$ cat src/rtl/lfsr_period_monitor.sv
// Measures the cycle length of a 4-bit LFSR stream: captures the state seen one
// edge after load, counts edges until it recurs, and flags lockup or early repeats.
module lfsr_period_monitor (
    input  logic       clk,
    input  logic       reset,
    input  logic       load,
    input  logic [3:0] state,
    output logic [3:0] period,
    output logic       done,
    output logic       maximal,
    output logic       err_lockup,
    output logic       err_repeat,
    output logic       busy
);

    typedef enum logic [2:0] {
        IDLE,
        ARM,
        COUNT,
        DONE,
        ERR
    } fsm_t;

    fsm_t        fsm_q, fsm_d;
    logic [3:0]  count_q, count_d, count_inc;
    logic [3:0]  ref_q, ref_d;
    logic [15:0] visited_q, visited_d;
    logic [3:0]  period_d;
    logic        done_d, maximal_d, lockup_d, repeat_d;

    assign count_inc = count_q + 4'd1;
    assign busy      = (fsm_q == ARM) || (fsm_q == COUNT);

    // NOTE: every register, including the visited bitmap, has an async reset so
    // a mid-measurement reset leaves no stale history for the next run.
    always_ff @(posedge clk or negedge reset) begin
        if (!reset) begin
            fsm_q      <= IDLE;
            count_q    <= '0;
            ref_q      <= '0;
            visited_q  <= '0;
            period     <= '0;
            maximal    <= 1'b0;
            done       <= 1'b0;
            err_lockup <= 1'b0;
            err_repeat <= 1'b0;
        end else begin
            // NOTE: non-blocking so all registers update from the same pre-edge values.
            fsm_q      <= fsm_d;
            count_q    <= count_d;
            ref_q      <= ref_d;
            visited_q  <= visited_d;
            period     <= period_d;
            maximal    <= maximal_d;
            done       <= done_d;
            err_lockup <= lockup_d;
            err_repeat <= repeat_d;
        end
    end

    always_comb begin
        // NOTE: defaults first so no path through the block leaves a latch.
        fsm_d     = fsm_q;
        count_d   = count_q;
        ref_d     = ref_q;
        visited_d = visited_q;
        period_d  = period;
        maximal_d = maximal;
        done_d    = 1'b0;
        lockup_d  = err_lockup;
        repeat_d  = err_repeat;

        if (load) begin
            // Seed load restarts from any state; the previous result stays visible.
            fsm_d     = ARM;
            count_d   = '0;
            visited_d = '0;
            lockup_d  = 1'b0;
            repeat_d  = 1'b0;
        end else begin
            case (fsm_q)
                ARM: begin
                    ref_d   = state;
                    count_d = '0;
                    if (state == 4'd0) begin
                        lockup_d = 1'b1;
                        fsm_d    = ERR;
                    end else begin
                        visited_d[state] = 1'b1;
                        fsm_d            = COUNT;
                    end
                end
                COUNT: begin
                    count_d = count_inc;
                    if (state == 4'd0) begin
                        lockup_d = 1'b1;
                        fsm_d    = ERR;
                    end else if (state == ref_q) begin
                        period_d  = count_inc;
                        maximal_d = (count_inc == 4'd15);
                        done_d    = 1'b1;
                        fsm_d     = DONE;
                    end else if (visited_q[state]) begin
                        repeat_d = 1'b1;
                        fsm_d    = ERR;
                    end else begin
                        visited_d[state] = 1'b1;
                    end
                end
                default: ;
            endcase
        end
    end

endmodule

$ cat config.mk
export PLATFORM = sky130hd
export DESIGN_NAME = lfsr_period_monitor
export DESIGN_NICKNAME = d
export VERILOG_FILES = /design/src/rtl/lfsr_period_monitor.sv
export SDC_FILE = /design/constraint.sdc
export NUM_CORES = 1
export LEC_CHECK = 0
export CAP_MARGIN = 20
export CORE_MARGIN = 2
export CORE_UTILIZATION = 35
export CTS_CLUSTER_DIAMETER = 80
export CTS_CLUSTER_SIZE = 12
export DETAILED_ROUTE_END_ITERATION = 8
export GPL_ROUTABILITY_DRIVEN = 0
export GPL_TIMING_DRIVEN = 0
export HOLD_SLACK_MARGIN = 0.15
export PLACE_DENSITY_LB_ADDON = 0.25
export SLEW_MARGIN = 30
export SYNTH_ARGS = -nofsm -noshare
export SYNTH_HDL_FRONTEND = slang
export SYNTH_SLANG_ARGS = --single-unit
$ cat constraint.sdc
create_clock -name clk -period 4.3 [get_ports clk]
set_clock_uncertainty 0.15 [all_clocks]
set_input_delay 0.645 -clock clk [delete_from_list [all_inputs] [get_ports clk]]
set_output_delay 0.645 -clock clk [all_outputs]
set_load 0.01 [all_outputs]
* Word level (Yosys, flattened, before mapping)
Index checks and enable logic that the tools add are counted.
** Storage, ports and cells
- Flip-flop bits (word level) :: 35
- Output and inout bits :: 9
- Word-level logic and storage cells :: 71
** Operators by class
- Add/subtract/negate cells :: 1
- Order comparisons :: 2
- Equality and inequality tests :: 11
- Multiplexer cells :: 30
- Bitwise gates (word level) :: 3
- Reductions and logical operators :: 15
** Operators by type and width (number)
- 16-bit two-way mux :: 5
- 16-bit case mux with 2 select lines :: 1
- 16-bit bitwise OR :: 1
- 3-bit two-way mux :: 5
- 1-bit two-way mux :: 14
- 3-bit != test, second input constant :: 4
- 4-bit case mux with 2 select lines :: 1
- 4-bit AND reduction :: 2
- 2-bit nonzero test :: 4
- 3-bit case mux with 2 select lines :: 1
- 2-bit AND reduction :: 3
- 4-bit by 5-bit < comparator with 1-bit output, second input constant :: 1
- 5-bit by 2-bit != test with 1-bit output, second input constant :: 1
- 5-bit AND reduction :: 1
- 4-bit by 1-bit adder with 4-bit output, second input constant :: 1
- 1-bit binary-select mux with 4-bit select :: 1
- 1-bit demux with 4-bit select :: 1
- 4-bit equality test :: 1
- 4-bit equality test, second input constant :: 1
- 4-bit by 1-bit greater-or-equal comparator with 1-bit output, second input constant :: 1
- 4-bit zero test :: 1
- 4-bit two-way mux :: 1
- 2-bit != test, second input constant :: 2
- 3-bit by 1-bit equality test with 1-bit output, second input constant :: 1
- other kinds (6) :: 7

* Depth between registers and ports, before layout
Gate-level depths: netlist of run 1.
- Depth in word-level cells :: 10
- Depth in mapped cells :: 7
- Gate-level depth less buffers :: 5

* Worst setup path after synthesis of run 1
No wires, ideal clock.
- Path type :: input port to flip-flop
- From :: input state[3]
- To :: register fsm_q[1]
- Arrival time :: 2.219 ns
- Required time :: 4.025 ns
- Slack :: 1.806 ns
- Stages on the path :: 5
- Cells stage by stage :: mux4_1 -> mux2_2 -> and2_4 -> o32ai_4 -> mux2_4
** On the way
- Cells in the longest elaborated chain, start to end :: 5
** Ends and longest elaborated chain
- from (decl) :: line 7 : input logic [3:0] state,
- parallel branches: the longest is 5 deep, another holds 5-bit by 2-bit != test with 1-bit output
- to (signal assigned) :: line 49 : fsm_q <= fsm_d;
- to (decl) :: line 24 : fsm_t fsm_q, fsm_d;
Several ways; the timed one is not identified. The select of a mux whose other input is x is not followed.
A chain may end at the register's enable or synchronous reset.

* Worst setup path in the final report of run 1
Ends and elaborated chain as after synthesis.

==> results of run 1 <==
==> cell type report <==
cell class,instances,area (sq um)
buffer,8,33.8
clock buffer,6,82.6
tap,70,87.6
sequential,35,876
timing repair buffer,15,155
multi-input combinational,102,812
fill,507,2860
clock inverter,2,35.0
inverter,19,71.3
==> kinds of logic after synthesis <==
kind of cell,synth area share
and+or+nand+nor,0.147
AOI/OAI and AO/OA,0.140
DFF,0.488
buffers and inverters,0.0586
muxes,0.113
xor gates and xnor gates,0.0391
adders and majority gates,0.0140
==> registers in the layout, summed over array words and instances, names as in the netlist <==
signal      count
count_q         4
done            1
err_lockup      1
err_repeat      1
fsm_q           3
maximal         1
period          4
ref_q           4
visited_q      16
==> routing by layer <==
metal | vias to the layer above | track usage
met5 | - | 0
li1 | 624 | -
met3 | 2 | 0.0397
met4 | 0 | 0.0546
met2 | 29 | 0.217
met1 | 637 | 0.182
==> tightest hold or removal path: stages, from the launching register on <==
cell and delay [ns]:
dfrtp_1 0.34, nand2_1 0.05, o21ai_0 0.06
==> worst paths after layout <==
kind / start / endpoint / slack, ns / cells after the start
setup / recovery: state[3] / fsm_q[1] / 1.42 / 6
hold / removal: period[1] / period[1] / 0.33 / 2
setup reg to reg: visited_q[13] / fsm_q[1] / 2.00 / 5
hold reg to reg: period[1] / period[1] / 0.33 / 2
max in group asynchronous: reset / count_q[2] / 3.01 / 3
min in group asynchronous: reset / count_q[3] / 0.59 / 2
==> cell usage in the layout, fill, tap and decap left out, types with 5 or more instances in the layout <==
cell type        instances
dfrtp_1                 35
inv_1                   19
o22ai_1                 16
clkdlybuf4s50_1         12
nand2_1                 10
o21ai_0                  9
nor2_1                   8
xor2_1                   6
mux2_2                   6
clkbuf_8                 6
clkbuf_1                 5
==> repair_timing <==
item	4_1_cts	5_1_grt
gates resized for setup	0	0
setup endpoints to repair	0	0
hold buffers	1	0
hold endpoints to repair	6	0
==> per-stage QoR <==
step,instance area (sq um),setup slack [ns]
3_5_place_dp,2030,1.13
5_1_grt,2150,1.36
6_report,2150,1.42
3_3_place_gp,2010,1.13
4_1_cts,2150,1.43
2_1_floorplan,1790,1.81
==> where the power goes <==
| group | leakage (nW) | switching [mW] | internal, mW |
|---|---|---|---|
| sequential | 0.471 | 0.0386 | 0.377 |
| clock | 0.0612 | 0.116 | 0.188 |
| combinational | 0.373 | 0.141 | 0.143 |
==> impl_metrics.ini, run 1 <==
[run_status]
status = completed

[clock_tree]
insertion_delay_ns = 0.28
cts_buffer_depth = 2
cts_tree = done
cts_setup_buffers = 0
clk_pin_slew_ns = 0.07
clock-sinks = 35
htreeDepth = 2
cts-buffers-inserted = 5
cts_root_buf = clkbuf_8

[worst_setup_path]
arrival_ns = 2.90
crit_slowest_cell = mux4_1
critical_path.cell_chain = clkdlybuf4s50_1, mux4_1, mux2_2, and2_4, o32ai_4, mux2_4
cpPeakStageDelay_ns = 0.59
worst-path-buf-inv = 1
cp-end-kind = register
path_max_fanout = 3
cpLargestDelayFamily = multiplexers
crit_required_ns = 4.32
startpoint_type = input pin
critical_path_class = input pin to register

[route]
first_iter_violations = 53
totalWireLength_mm = 3.58
drt-pass1-iter-count = 4
wl_met1_mm = 1.72
drcViolationCount = 0
drtAntennaViolNets = 0
top_layer = met4
via_per_inst = 5.03
met2_length_mm = 1.70
wire_per_inst_microns = 13.9
wl_met3_microns = 138
num_vias = 1292

[power_and_ir_drop]
power_density_nw_per_um2 = 466
p_leak_nw = 0.905
power.total_mw = 1.00
vdd.ir_drop.worst_v = 0.000155

[synth]
syn_inst = 164
synth-seq-area-share = 0.488
post-synth-top-count-cell = dfrtp_1
synth_warnings = 0
syn_area_sq_um = 1790
synthesis.nets = 173
ys_top_cells_by_area = dfrtp_1 49%, mux4_1 5.9%, o22ai_1 5.6%
ys.flop_type = dfrtp_1
synthArstFlopShare = 1.00
ys_ff_latch = 35
synth_edf_count = 0
synth_top_cell_area_share = 0.488
synth_largest_area_cell = dfrtp_1
syn_avg_cell_area_sq_um = 10.9
yosys-top-cells-count = 35 x dfrtp_1, 19 x inv_1, 16 x o22ai_1
ys_types = 39

[timing]
worst_hold_slack_ns = 0.328
rsz0062_at_grt = no
worst_pin_slew_ns = 0.842
drv_slew = 0
slew_headroom = 0.431
fmax_ghz = 0.347
tns_ns = 0
period_minus_slack_ns = 2.88
setup_viol = 0
hold_viol = 0
finalCritPeriodShare = 0.671

[final_layout]
nNetsFinal = 195
area_growth_pct = 20.1
fin_cells = 257
drive_above_1_share = 0.150
n_antenna_cell = 0
postLayoutCoreUtil = 0.430

[grt]
grt_overflow_total = 0
grt_pass1_wl_mm = 5.91
grt_max_degree = 30
track_usage = 0.139
antenna_found_initial = 0
grt_pass1_vias = 1247

[place]
hpwlAfterDp_mm = 2.64
dp_cells = 248
port_buffers = 13

[die]
ios = 16
die-area_sq_um = 5710
core_area_sq_um = 5010
num_rows = 26
start_util = 0.358
die_w_microns = 75.6
fp.dieH_microns = 75.6

[min_path]
hp-class = register to register

[run]
drv_cap = 0
(Power assumes the default switching activity.)
==> run 2, diff against run 1 <==
clock period = 2.5 ns   (was 4.3 ns; I/O delays follow)
==> run 2 against run 1 <==
Clock power grew 72%; critical path depth did not move; utilization about the same; power grew 72%; first-iteration DRC count decreased by 3.8%; sequential power grew 72%; combinational power is 72% higher; non-clock buffer count unchanged; cell area shrank 0.12%; via count hardly changed; count of clock-buffer cells in the layout did not move.
==> impl_metrics.ini, run 2 (synthesis results as in run 1) <==
[final_layout]
n_fill_cell = 509
regArea_sq_um = 876
final_common_cell = dfrtp_1
n_antenna_cell = 0
top_register = visited_q
multi_input_comb_area_sq_um = 812
final_cell_area_sq_um = 2150
nNetsFinal = 195
final_cell_mix = 35 x dfrtp_1, 19 x inv_1, 16 x o22ai_1
area_growth_pct = 20.0
largest_register_ffs = 16
postLayoutCoreUtil = 0.429
drive_above_1_share = 0.150

[worst_setup_path]
crit_required_ns = 2.52
setup.worst_path.end = fsm_q[1]
rr_startpoint = fsm_q[0]
startpoint_type = input pin
rr_endpoint = fsm_q[1]
path_max_fanout = 6
critical_path_class = input pin to register
rr_worst_depth = 5
startpoint = load
arrival_ns = 2.42
r2r_slack_ns = 0.16
cp-end-kind = register

[place]
dpl-instance-area_sq_um = 2030
port_buffers = 13
hpwlAfterDp_mm = 2.64

[route]
drcViolationCount = 0
num_vias = 1291
totalWireLength_mm = 3.58
drt-pass1-iter-count = 4
wire_per_inst_microns = 13.9
drtAntennaViolNets = 0
first_iter_violations = 51
via_per_inst = 5.02

[power_and_ir_drop]
power_density_nw_per_um2 = 803
vdd.ir_drop.worst_v = 0.000267
p_leak_nw = 0.907

[clock_tree]
cts-buffers-inserted = 5
cts_root_buf = clkbuf_8
clk_pin_slew_ns = 0.07
insertion_delay_ns = 0.28
htreeDepth = 2
clock-sinks = 35
cts_tree = done
cts_buffer_depth = 2

[die]
core_area_sq_um = 5010
start_util = 0.358
ios = 16
die_w_microns = 75.6
fp.dieH_microns = 75.6
num_rows = 26
die-area_sq_um = 5710

[timing]
worst_pin_slew_ns = 0.842
drv_slew = 0
setup_viol = 0
period_minus_slack_ns = 2.40
hold_viol = 0
finalCritPeriodShare = 0.961
slew_headroom = 0.431
fmax_ghz = 0.416
rsz0062_at_grt = no

[grt]
track_usage = 0.139
grt_max_degree = 30
antenna_found_initial = 0
grt_pass1_wl_mm = 5.91
grt_overflow_total = 0
grt_pass1_vias = 1247

[run_status]
status = completed

[min_path]
hp-class = input pin to async pin

[run]
drv_cap = 0
[run 2: timing repair]
action | 4_1_cts | 5_1_grt
resized for setup | 2 | 0
buffers inserted | 0 | 0
endpoints found under the setup margin | 5 | 0
hold endpoints to repair | 35 | 0
hold buffers | 1 | 0
[run 2: metal layers]
| layer | track usage | wire, microns | up-vias |
|---|---|---|---|
| met3 | 0.0397 | 131 | 2 |
| met4 | 0.0546 | 29 | 0 |
| li1 | - | - | 623 |
| met2 | 0.217 | 1670 | 26 |
| met5 | 0 | 0 | - |
| met1 | 0.182 | 1750 | 640 |
[run 2: area by class of cell]
cell class,instances,share of cell area
plain buffers,8,0.0157
inverters,19,0.0332
clock inverters,2,0.0163
repair buffers,15,0.0710
flip-flops and latches,35,0.407
multi-input cells,102,0.378
clock buffers,6,0.0384
well taps,70,0.0407
[run 2: report_power, final]
group | internal, mW | switching, mW
Combinational | 0.246 | 0.243
Sequential | 0.648 | 0.0664
Clock | 0.323 | 0.201
[run 2: how the worst min path moves through the flow]
| stage | to | slack (ns) | cells past startpoint |
|---|---|---|---|
| 2_1_floorplan | count_q[0] | -0.07 | 0 |
| 6_report | count_q[3] | 0.32 | 2 |
| 3_5_place_dp | period[0] | 0.07 | 1 |
| 3_3_place_gp | period[2] | 0.32 | 2 |
| 5_1_grt | period[3] | 0.31 | 2 |
| 4_1_cts | period[0] | 0.31 | 2 |
[run 2: stage by stage]
step	hold slack, ns	std cells	power, mW	setup TNS, ns	setup WS (ns)
global route	0.311	257	1.83	0	0.0248
finish	0.316	257	1.73	0	0.0980
detailed placement	0.0724	248	1.21	-5.37	-0.403
global placement	0.317	247	1.20	-4.87	-0.400
CTS	0.308	257	1.75	0	0.118
floorplan	-0.0706	164	1.07	0	0.276
[run 2: worst max-delay path: stages]
cell             delay [ns]
clkdlybuf4s50_1        0.44
or4b_1                 0.62
nor2_1                 0.19
nand2b_1               0.13
o32ai_4                0.34
mux2_4                 0.33
==> run 3, diff against run 2 <==
GPL_ROUTABILITY_DRIVEN = default   (was 0)
==> results of run 3 <==
Same layout as run 2: the final DEF is identical, and so are final timing and power.
